File: src/rtl/ph_fifo_bank_pkg.sv
// Shared helpers for the parasite-to-host FIFO bank: width functions and the
// per-channel status bundle.
package ph_fifo_bank_pkg;

    // Ceiling log2; clog2(1) = 0.
    function automatic int clog2(input int v);
        int r;
        int x;
        r = 0;
        x = v - 1;
        while (x > 0) begin
            r = r + 1;
            x = x >> 1;
        end
        return r;
    endfunction

    // Pointer width, never narrower than one bit so DEPTH=1 still has a port.
    function automatic int ptr_w(input int depth);
        return (clog2(depth) < 1) ? 1 : clog2(depth);
    endfunction

    // Count width: must hold the value DEPTH itself.
    function automatic int cnt_w(input int depth);
        return clog2(depth + 1);
    endfunction

    typedef struct packed {
        logic avail;
        logic full;
        logic overrun;
    } chan_stat_t;

endpackage

File: src/rtl/ph_fifo_chan.sv
// One FIFO channel: storage, wrap-around pointers, occupancy count and
// status. Optional sticky overrun flag when PH_FIFO_OVERRUN_FLAG_EN is defined.
module ph_fifo_chan
    import ph_fifo_bank_pkg::*;
#(
    parameter int DATA_W = 8,
    parameter int DEPTH  = 2
) (
    input  logic              clk,
    input  logic              rst_b,
    input  logic              push,
    input  logic              pop,
    input  logic              cap_one,
    input  logic              clr_err,
    input  logic [DATA_W-1:0] wdata,
    output logic [DATA_W-1:0] head,
    output chan_stat_t        stat
);

    localparam int PW = ptr_w(DEPTH);
    localparam int CW = cnt_w(DEPTH);
    localparam logic [PW-1:0] LAST_PTR = PW'(DEPTH - 1);
    localparam logic [CW-1:0] DEPTH_CNT = CW'(DEPTH);

    logic [DATA_W-1:0] mem [DEPTH];
    logic [PW-1:0]     wptr;
    logic [PW-1:0]     rptr;
    logic [CW-1:0]     cnt;
    logic [CW-1:0]     cap;
    logic              full;
    logic              avail;
    logic              push_ok;
    logic              pop_ok;
    logic              overrun;

    // Capacity shrinks to one entry in one-byte mode; a count above the new
    // capacity simply keeps the channel full while it drains.
    assign cap     = cap_one ? CW'(1) : DEPTH_CNT;
    assign full    = (cnt >= cap);
    assign avail   = (cnt != '0);
    assign push_ok = push & ~full;
    assign pop_ok  = pop & avail;

    // Pointer and count update; full/empty judged on the pre-edge count.
    always_ff @(posedge clk or negedge rst_b) begin
        if (!rst_b) begin
            wptr <= '0;
            rptr <= '0;
            cnt  <= '0;
        end else begin
            if (push_ok) wptr <= (wptr == LAST_PTR) ? '0 : wptr + PW'(1);
            if (pop_ok)  rptr <= (rptr == LAST_PTR) ? '0 : rptr + PW'(1);
            case ({push_ok, pop_ok})
                2'b10:   cnt <= cnt + CW'(1);
                2'b01:   cnt <= cnt - CW'(1);
                default: cnt <= cnt;
            endcase
        end
    end

    // Storage is data only; reset discards contents by clearing the count.
    always_ff @(posedge clk) begin
        if (push_ok) mem[wptr] <= wdata;
    end

    assign head = avail ? mem[rptr] : '0;

`ifdef PH_FIFO_OVERRUN_FLAG_EN
    // Sticky flag for a push lost to a full channel; a new loss beats a clear.
    always_ff @(posedge clk or negedge rst_b) begin
        if (!rst_b) begin
            overrun <= 1'b0;
        end else if (push && full) begin
            overrun <= 1'b1;
        end else if (clr_err) begin
            overrun <= 1'b0;
        end
    end
`else
    logic unused_clr_err;
    assign unused_clr_err = clr_err;
    assign overrun        = 1'b0;
`endif

    assign stat.avail   = avail;
    assign stat.full    = full;
    assign stat.overrun = overrun;

endmodule

File: src/rtl/ph_fifo_bank.sv
// Parasite-to-host FIFO bank: NUM_CH independent channels on the h_phi2 clock.
// Host select is priority-encoded (channel 0 wins). Channel FLEX_CH honours
// one_byte_mode. Optional macro: PH_FIFO_OVERRUN_FLAG_EN enables p_overrun.
module ph_fifo_bank
    import ph_fifo_bank_pkg::*;
#(
    parameter int NUM_CH  = 4,
    parameter int DATA_W  = 8,
    parameter int DEPTH   = 2,
    parameter int FLEX_CH = 2
) (
    input  logic              h_phi2,
    input  logic              h_rst_b,
    input  logic              p_we,
    input  logic [NUM_CH-1:0] p_sel,
    input  logic [DATA_W-1:0] p_data,
    input  logic              h_rd,
    input  logic [NUM_CH-1:0] h_sel,
    input  logic              one_byte_mode,
    output logic [DATA_W-1:0] h_data,
    output logic [NUM_CH-1:0] h_data_available,
    output logic              h_zero_bytes_available,
    output logic [NUM_CH-1:0] p_full,
    output logic [NUM_CH-1:0] p_overrun,
    input  logic              h_clr_err
);

    logic [NUM_CH-1:0] hsel_eff;
    logic [DATA_W-1:0] head [NUM_CH];
    chan_stat_t        stat [NUM_CH];

    // Isolate the lowest set bit of h_sel; zero select stays zero.
    assign hsel_eff = h_sel & (~h_sel + NUM_CH'(1));

    for (genvar g = 0; g < NUM_CH; g++) begin : g_chan
        ph_fifo_chan #(
            .DATA_W (DATA_W),
            .DEPTH  (DEPTH)
        ) u_chan (
            .clk     (h_phi2),
            .rst_b   (h_rst_b),
            .push    (p_we & p_sel[g]),
            .pop     (h_rd & hsel_eff[g]),
            .cap_one (one_byte_mode & (g == FLEX_CH)),
            .clr_err (h_clr_err),
            .wdata   (p_data),
            .head    (head[g]),
            .stat    (stat[g])
        );
        assign h_data_available[g] = stat[g].avail;
        assign p_full[g]           = stat[g].full;
        assign p_overrun[g]        = stat[g].overrun;
    end

    assign h_zero_bytes_available = ~stat[FLEX_CH].avail;

    // Read mux: hsel_eff is one-hot or zero, so OR-ing the gated heads suffices.
    always_comb begin
        h_data = '0;
        for (int i = 0; i < NUM_CH; i++) begin
            if (hsel_eff[i]) h_data = h_data | head[i];
        end
    end

endmodule
File: config.mk
export PLATFORM = sky130hd
export DESIGN_NAME = ph_fifo_bank
export DESIGN_NICKNAME = d
export VERILOG_FILES = /design/src/rtl/ph_fifo_bank_pkg.sv /design/src/rtl/ph_fifo_chan.sv /design/src/rtl/ph_fifo_bank.sv
export SDC_FILE = /design/constraint.sdc
export NUM_CORES = 1
export LEC_CHECK = 0
export CAP_MARGIN = 20
export CORE_MARGIN = 2
export CORE_UTILIZATION = 59
export DETAILED_ROUTE_END_ITERATION = 7
export GPL_TIMING_DRIVEN = 0
export PLACE_DENSITY_LB_ADDON = 0.12
export REMOVE_ABC_BUFFERS = 1
export SYNTH_ARGS = -nofsm -noshare
export SYNTH_HDL_FRONTEND = slang
export SYNTH_SLANG_ARGS = --single-unit
export TNS_END_PERCENT = 30
File: constraint.sdc
create_clock -name h_phi2 -period 3.8 [get_ports h_phi2]
set_clock_uncertainty 0.2 [all_clocks]
set_input_delay 0.76 -clock h_phi2 [delete_from_list [all_inputs] [get_ports h_phi2]]
set_output_delay 0.76 -clock h_phi2 [all_outputs]
set_load 0.05 [all_outputs]
==> results_dict.tcl, run 1 <==
set metrics [dict create \
    status "complete, no violations" \
    synth.area.mux_share 0.09249 \
    path_max_fanout 9 \
    row_count 27 \
    fin_nets 291 \
    ys_seq_area_frac 0.6705 \
    critPathCaptureType "output pin" \
    area_delta_synth_final_pct 14.34 \
    synthSimpleGateAreaFrac 0.08779 \
    final_util 0.7104 \
    rrSetupSlack_ns 1.53 \
    switchingPower_mw 1.129 \
    dieArea_um2 6499 \
    num_vias 1918 \
    numCtsBuffers 9 \
    switching_share 0.3914 \
    fp.dieH_um 80.62 \
    fin_crit_sh 0.9893 \
    io_buffer_count 37 \
    drv_slew 0 \
    grt_first_pass_wirelength_mm 9.963 \
    antenna_cells 0 \
    worst_slack_ns 0.04051 \
    setup.worst_path.class "input port to output pin" \
    grt_pass1_vias 1925 \
    yosys.area.top_type "edfxtp_1" \
    synth_xor_xnor_area_share 0.05058 \
    clock_latency_ns 0.34 \
    pre_cts_slack_ns -0.3234 \
    cp.required_ns 2.84 \
    final_hold_viol_count 0 \
    place.detailed.hpwl_mm 4.676 \
    yosysTopAreaCellShare 0.5549 \
    ys_types 31 \
    cts-root-buf "clkbuf_8" \
    yosys_warnings 0 \
    p_comb_frac 0.366 \
    antenna_found_initial 0 \
    chipWidth_um 80.62 \
    grt_max_degree 17 \
    ir_worst_vdd_uv 497.4 \
    finalCriticalPeriod_ns 3.759 \
    drtIter0Drc 137 \
    wire_per_inst_um 19.36 \
    final_layout_size_suffix_gt1_frac 0.09328 \
    grt_setup_unrepaired "false" \
    gp_congestion 0.7894 \
    cts.path.max_buffers 2 \
    ant_nets 0 \
    intPower_mw 1.755 \
    p_leak_nw 1.483 \
    cts_tree "yes" \
    clk_pin_slew_ns 0.08 \
    syn_area_per_cell_um2 14.86 \
    ys_ff_latch 80 \
    fill_cells 411 \
    synth.area.top_cells "edfxtp_1 (55%), dfrtp_1 (12%), mux2i_1 (9.2%)" \
    postCtsHoldBufs 0 \
    dr.pass1.iters 4 \
    post_cts_buffers 0 \
    p_clk_frac 0.180 \
    ios 43 \
    initial_core_util 0.6213 \
    slew_headroom 0.4632 \
    core_area_um2 5574 \
    syn_inst 233 \
    power_frac_seq 0.454 \
    synth_fa_ha_area_frac 0.02168 \
    grt_overflow 0 \
    clock.fmax_mhz 266.0 \
    worstMarginPinSlew_ns 0.8027 \
    drt_drc_violations_left 0 \
    power_density_nw_per_um2 728.2 \
    cap_violations 0 \
    vias_per_cell 5.641 \
    final-setup-viol-count 0 \
    clkSinkCount 80 \
    instances_no_fill 340 \
    synth_area_um2 3463 \
    synth_compound_area_frac 0.02601 \
    dpl.cell_count 324 \
    arrival_ns 2.80 \
    grtUsageTotal 0.2227 \
    power.total_mw 2.884 \
    min-delay-path-class "flop to flop" \
    worst_hold_slack_ns 0.2931 \
    synth_top_family_by_area "multiplexers" \
    route.final.wire_length_mm 6.582 \
    htree_levels 3 \
    crit_path_start_kind "input port" \
]
-- synthesized netlist by cell type --
| master | number |
|---|---|
| or4b_4 | 1 |
| nand3b_1 | 3 |
| buf_6 | 1 |
| or3_1 | 8 |
| and2_1 | 1 |
| xor2_1 | 9 |
| edfxtp_1 | 64 |
| or3b_2 | 1 |
| inv_1 | 8 |
| nand2b_1 | 2 |
| buf_1 | 1 |
| buf_2 | 2 |
| dfrtp_1 | 16 |
| nand2_1 | 1 |
| o32ai_1 | 8 |
| clkbuf_2 | 1 |
| mux2i_1 | 32 |
| nor2_1 | 12 |
| buf_4 | 12 |
| o21ai_1 | 1 |
| xnor2_1 | 11 |
| nor3_1 | 18 |
| nor3_4 | 2 |
| nor2_2 | 1 |
| or2_2 | 2 |
| a211oi_1 | 1 |
| conb_1 | 1 |
| a21o_1 | 1 |
| clkbuf_1 | 5 |
| ha_1 | 6 |
| inv_2 | 1 |
-- metrics by stage --
step / setup TNS (ns) / cell area (µm²)
floorplan: 0 / 3336
global placement: -1.900 / 3796
detailed placement: -1.913 / 3804
CTS: 0 / 3959
global route: 0 / 3960
finish: 0 / 3960
-- flip-flops by register name, indices dropped and copies added (netlist names) --
name / flops
g_chan.u_chan.wptr: 4
g_chan.u_chan.rptr: 4
g_chan.u_chan.mem: 64
g_chan.u_chan.cnt: 8
-- critical path, stage by stage --
cell and delay (ns):
clkdlybuf4s50_1 0.49, or4b_4 0.64, nor3_1 0.23, or3_1 0.15
dlygate4sd2_1 0.52
-- power groups by stage --
stage | combinational [mW] | sequential [mW] | clock (mW)
after detailed placement | 1.08 | 1.33 | 0
after CTS | 1.06 | 1.31 | 0.528
after global placement | 1.06 | 1.32 | 0
final | 1.06 | 1.31 | 0.519
after floorplan | 0.712 | 1.34 | 0
after global routing | 1.12 | 1.33 | 0.565
-- cells in the final DEF, fill, tap and decap left out, types with 6 or more instances in the layout --
cell / instances
nor3_1: 18
nor2_1: 12
clkbuf_8: 9
edfxtp_1: 64
or3_1: 8
o32ai_1: 8
xnor2_1: 11
xor2_1: 9
inv_1: 8
dfrtp_1: 16
ha_1: 6
clkdlybuf4s50_1: 29
mux2i_1: 32
-- cell type report --
class / count / area [µm²] / share of cell area
inverter: 9 / 33.78 / 0.008531
clock inverter: 7 / 38.79 / 0.009795
clock buffer: 9 / 123.9 / 0.03128
multi-input combinational: 125 / 979.7 / 0.2474
tap: 72 / 90.09 / 0.02275
timing repair buffer: 38 / 371.6 / 0.09384
sequential: 80 / 2322 / 0.5864
-- logic make-up after synthesis --
group | count (synthesis)
compound gates | 11
xor+xnor | 20
flops | 80
simple gates | 52
other cells | 1
buf+inv | 31
mux | 32
fa+ha+maj | 6
-- worst paths after layout --
| kind | startpoint | to | cells past startpoint |
|---|---|---|---|
| max | h_sel[0] | h_data[0] | 5 |
| min | g_chan[2].u_chan.wptr$_DFFE_PN0P_ | g_chan[2].u_chan.wptr$_DFFE_PN0P_ | 1 |
| max reg2reg | g_chan[2].u_chan.cnt[0]$_DFFE_PN0P_ | g_chan[2].u_chan.mem[1][1]$_DFFE_PP_ | 5 |
| min reg2reg | g_chan[2].u_chan.wptr$_DFFE_PN0P_ | g_chan[2].u_chan.wptr$_DFFE_PN0P_ | 1 |
| max in group asynchronous | h_rst_b | g_chan[0].u_chan.cnt[0]$_DFFE_PN0P_ | 1 |
| min in group asynchronous | h_rst_b | g_chan[1].u_chan.rptr$_DFFE_PN0P_ | 1 |
-- timing repair --
item / 4_1_cts / 5_1_grt
gates resized for setup: 10 / 6
cloned: 0 / 0
endpoints found under the setup margin: 8 / 5
-- layer usage --
| metal | share of wire | up-vias | track usage | wire length, µm |
|---|---|---|---|---|
| li1 | - | 902 | - | - |
| met1 | 0.46 | 938 | 0.2948 | 3007 |
| met2 | 0.47 | 70 | 0.3567 | 3124 |
| met3 | 0.056 | 8 | 0.05955 | 366 |
| met4 | 0.013 | 0 | 0.07966 | 84 |
| met5 | 0 | - | 0 | 0 |
(Power assumes the default switching activity.)
==> run 2: changes to the inputs <==
--- a/config.mk
+++ b/config.mk
@@ -5,9 +5,10 @@
 export SDC_FILE = /design/constraint.sdc
 export NUM_CORES = 1
 export LEC_CHECK = 0
+export ABC_AREA = 1
 export CAP_MARGIN = 20
 export CORE_MARGIN = 2
-export CORE_UTILIZATION = 59
+export CORE_UTILIZATION = 60
 export DETAILED_ROUTE_END_ITERATION = 7
 export GPL_TIMING_DRIVEN = 0
 export PLACE_DENSITY_LB_ADDON = 0.12
==> results_dict.tcl, run 2 <==
set metrics [dict create \
    status "complete, no violations" \
    post_cts_buffers 0 \
    largestRegisters "g_chan.u_chan.mem: 64 flops, g_chan.u_chan.cnt: 8 flops" \
    wl_met2_mm 3.200 \
    final-setup-viol-count 0 \
    syn_area_per_cell_um2 10.08 \
    htree_levels 3 \
    fp.dieH_um 82.51 \
    crit_path_start_kind "input port" \
    power_density_nw_per_um2 697.0 \
    setup.worst_path.class "input port to output pin" \
    cp_common_cell "nand2_1" \
    yosys_warnings 0 \
    grt_max_degree 19 \
    fill_cells 469 \
    ios 43 \
    met1_length_mm 2.776 \
    ys_seq_area_frac 0.6279 \
    clock.fmax_mhz 273.1 \
    yosysTopAreaCellShare 0.5196 \
    slew_headroom 0.5015 \
    antenna_found_initial 0 \
    ir_worst_vdd_uv 543.1 \
    grt_setup_unrepaired "false" \
    final_common_cell "nand2_1" \
    drtIter0Drc 103 \
    final_layout_size_suffix_gt1_frac 0.08933 \
    fin_crit_sh 0.9637 \
    grtUsageTotal 0.2139 \
    num_vias 2327 \
    crit_family "buffers and inverters" \
    yosys_most_used_dff "edfxtp_1" \
    grt_pass1_vias 2191 \
    timing.rr.start "g_chan[2].u_chan.cnt[0]$_DFFE_PN0P_" \
    cap_violations 0 \
    antenna_cells 0 \
    area_delta_synth_final_pct 13.87 \
    clk_pin_slew_ns 0.08 \
    path_buf_inv 3 \
    synth_area_um2 3699 \
    largest_reg_flops 64 \
    syn_inst 367 \
    critPathCaptureType "output pin" \
    hp-start "g_chan[2].u_chan.wptr$_DFFE_PN0P_" \
    tns_ns 0 \
    clock_latency_ns 0.35 \
    clkSinkCount 80 \
    slowest_delay_ns 0.80 \
    hold_depth 2 \
    drv_slew 0 \
    wire_per_inst_um 13.38 \
    dr.pass1.iters 4 \
    vias_per_cell 4.868 \
    final_util 0.7071 \
    synthTopCellsByCount "nand2_1 (134), edfxtp_1 (64), nor2_1 (41)" \
    path_max_fanout 8 \
    met3_length_um 336 \
    route.final.wire_length_mm 6.397 \
    synth_edf_count 64 \
    core_area_um2 5956 \
    place.detailed.hpwl_mm 4.739 \
    r2r-end "g_chan[2].u_chan.mem[1][0]$_DFFE_PP_" \
    multi_input_area_um2 1084 \
    rrSetupSlack_ns 1.44 \
    arrival_ns 2.70 \
    chipWidth_um 82.51 \
    dieArea_um2 6808 \
    ys_types 27 \
    synth.most_common_cell "nand2_1" \
    synth-async-reset-ratio 0.2000 \
    layout_common_cells "nand2_1 (134), edfxtp_1 (64), nor2_1 (41)" \
    cts-root-buf "clkbuf_8" \
    row_count 28 \
    cp_slowest_cell "clkdlybuf4s50_1" \
    drt_drc_violations_left 0 \
    ys_ff_latch 80 \
    fin_nets 426 \
    grt_first_pass_wirelength_mm 10.25 \
    initial_core_util 0.6210 \
    rr_worst_depth 5 \
    crit_chain "clkdlybuf4s50_1 -> inv_2 -> nand2_1 -> nor2_4 -> nand2_1 -> nand2_1 -> nor2_1 -> nand2_1 -> clkdlybuf4s50_1" \
    ant_nets 0 \
    min-delay-path-class "flop to flop" \
    grt_overflow 0 \
    seqCellArea_um2 2322 \
    cts.path.max_buffers 2 \
    io_buffer_count 37 \
    synth.area.top_cells "edfxtp_1 (52%), nand2_1 (14%), dfrtp_1 (11%)" \
    finalCriticalPeriod_ns 3.662 \
    routed.top_layer "met4" \
    numCtsBuffers 9 \
    regMostFlops "g_chan.u_chan.mem" \
    whs_endpoint "g_chan[2].u_chan.wptr$_DFFE_PN0P_" \
    worstMarginPinSlew_ns 0.7454 \
    cp.required_ns 2.84 \
    yosys.area.top_type "edfxtp_1" \
    cts_tree "yes" \
    final_hold_viol_count 0 \
    p_leak_nw 1.881 \
    gp_congestion 0.8031 \
]
## run 2: changes by cell type in the layout (fill, tap and decap cells not counted), sizes merged, moves of 7 or more
cell,before,now
inv,9,42
o32ai,8,0
mux2i,32,0
nand2,1,139
nor2,13,48
nor3,20,0
or3,8,0
xnor2,11,4
clkdlybuf4s50,29,36
## run 2: timing repair
action,CTS,global route
gates resized for setup,0,1
hold buffers,0,0
setup endpoints to repair,0,1
## run 2: stage by stage
step / instance area [µm²] / worst slack (ns) / total power, mW / hold WS, ns / cells
floorplan: 3563 / 1.225 / 2.054 / 0.2419 / 350
global placement: 4028 / 0.1440 / 2.365 / 0.2559 / 462
detailed placement: 4028 / 0.1292 / 2.403 / 0.2768 / 462
CTS: 4209 / 0.1263 / 2.960 / 0.2972 / 478
global route: 4212 / 0.01865 / 3.123 / 0.3365 / 478
finish: 4212 / 0.1380 / 2.935 / 0.2892 / 478
## run 2: metal layers
metal	GRT usage	up-vias
met1	0.2731	1067
met3	0.05435	8
li1	-	1197
met4	0.07541	0
met5	0	-
met2	0.3565	55
## run 2: cell type report
cell class | instances | share of cell area
Timing Repair Buffer | 37 | 0.08853
Clock buffer | 9 | 0.02941
Multi-Input combinational cell | 228 | 0.2573
Clock inverter | 7 | 0.01367
Tap cell | 75 | 0.02228
Inverter | 42 | 0.03743
Sequential cell | 80 | 0.5514
## run 2: logic make-up after synthesis
family | Yosys count | synth area share
AND/OR/NAND/NOR | 198 | 0.2283
flip-flops | 80 | 0.6279
buffers and inverters | 62 | 0.08221
XOR/XNOR | 13 | 0.03079
AO/OA/AOI/OAI | 7 | 0.009471
adder cells (fa/ha/maj) | 6 | 0.02030
other | 1 | 0.001014
## run 2: tightest hold or removal path, stage by stage, from the launching register on
cell,delay [ns]
dfrtp_1,0.35
nand2_1,0.06
nand2_1,0.05
## run 2: worst max-delay path by stage
stage	cells after the start	to	slack (ns)	start
2_1_floorplan	3	p_full[2]	1.22	one_byte_mode
4_1_cts	9	h_data[2]	0.13	h_sel[0]
5_1_grt	7	h_data[1]	0.02	h_sel[1]
3_5_place_dp	9	h_data[2]	0.13	h_sel[0]
6_report	9	h_data[2]	0.14	h_sel[0]
3_3_place_gp	9	h_data[2]	0.14	h_sel[0]
## run 2: where the power goes
part	total [mW]	leakage [nW]	switching, mW	internal, mW
Sequential	1.25	0.768	0.141	1.10
Clock	0.563	0.0889	0.320	0.243
Combinational	1.13	1.02	0.753	0.373
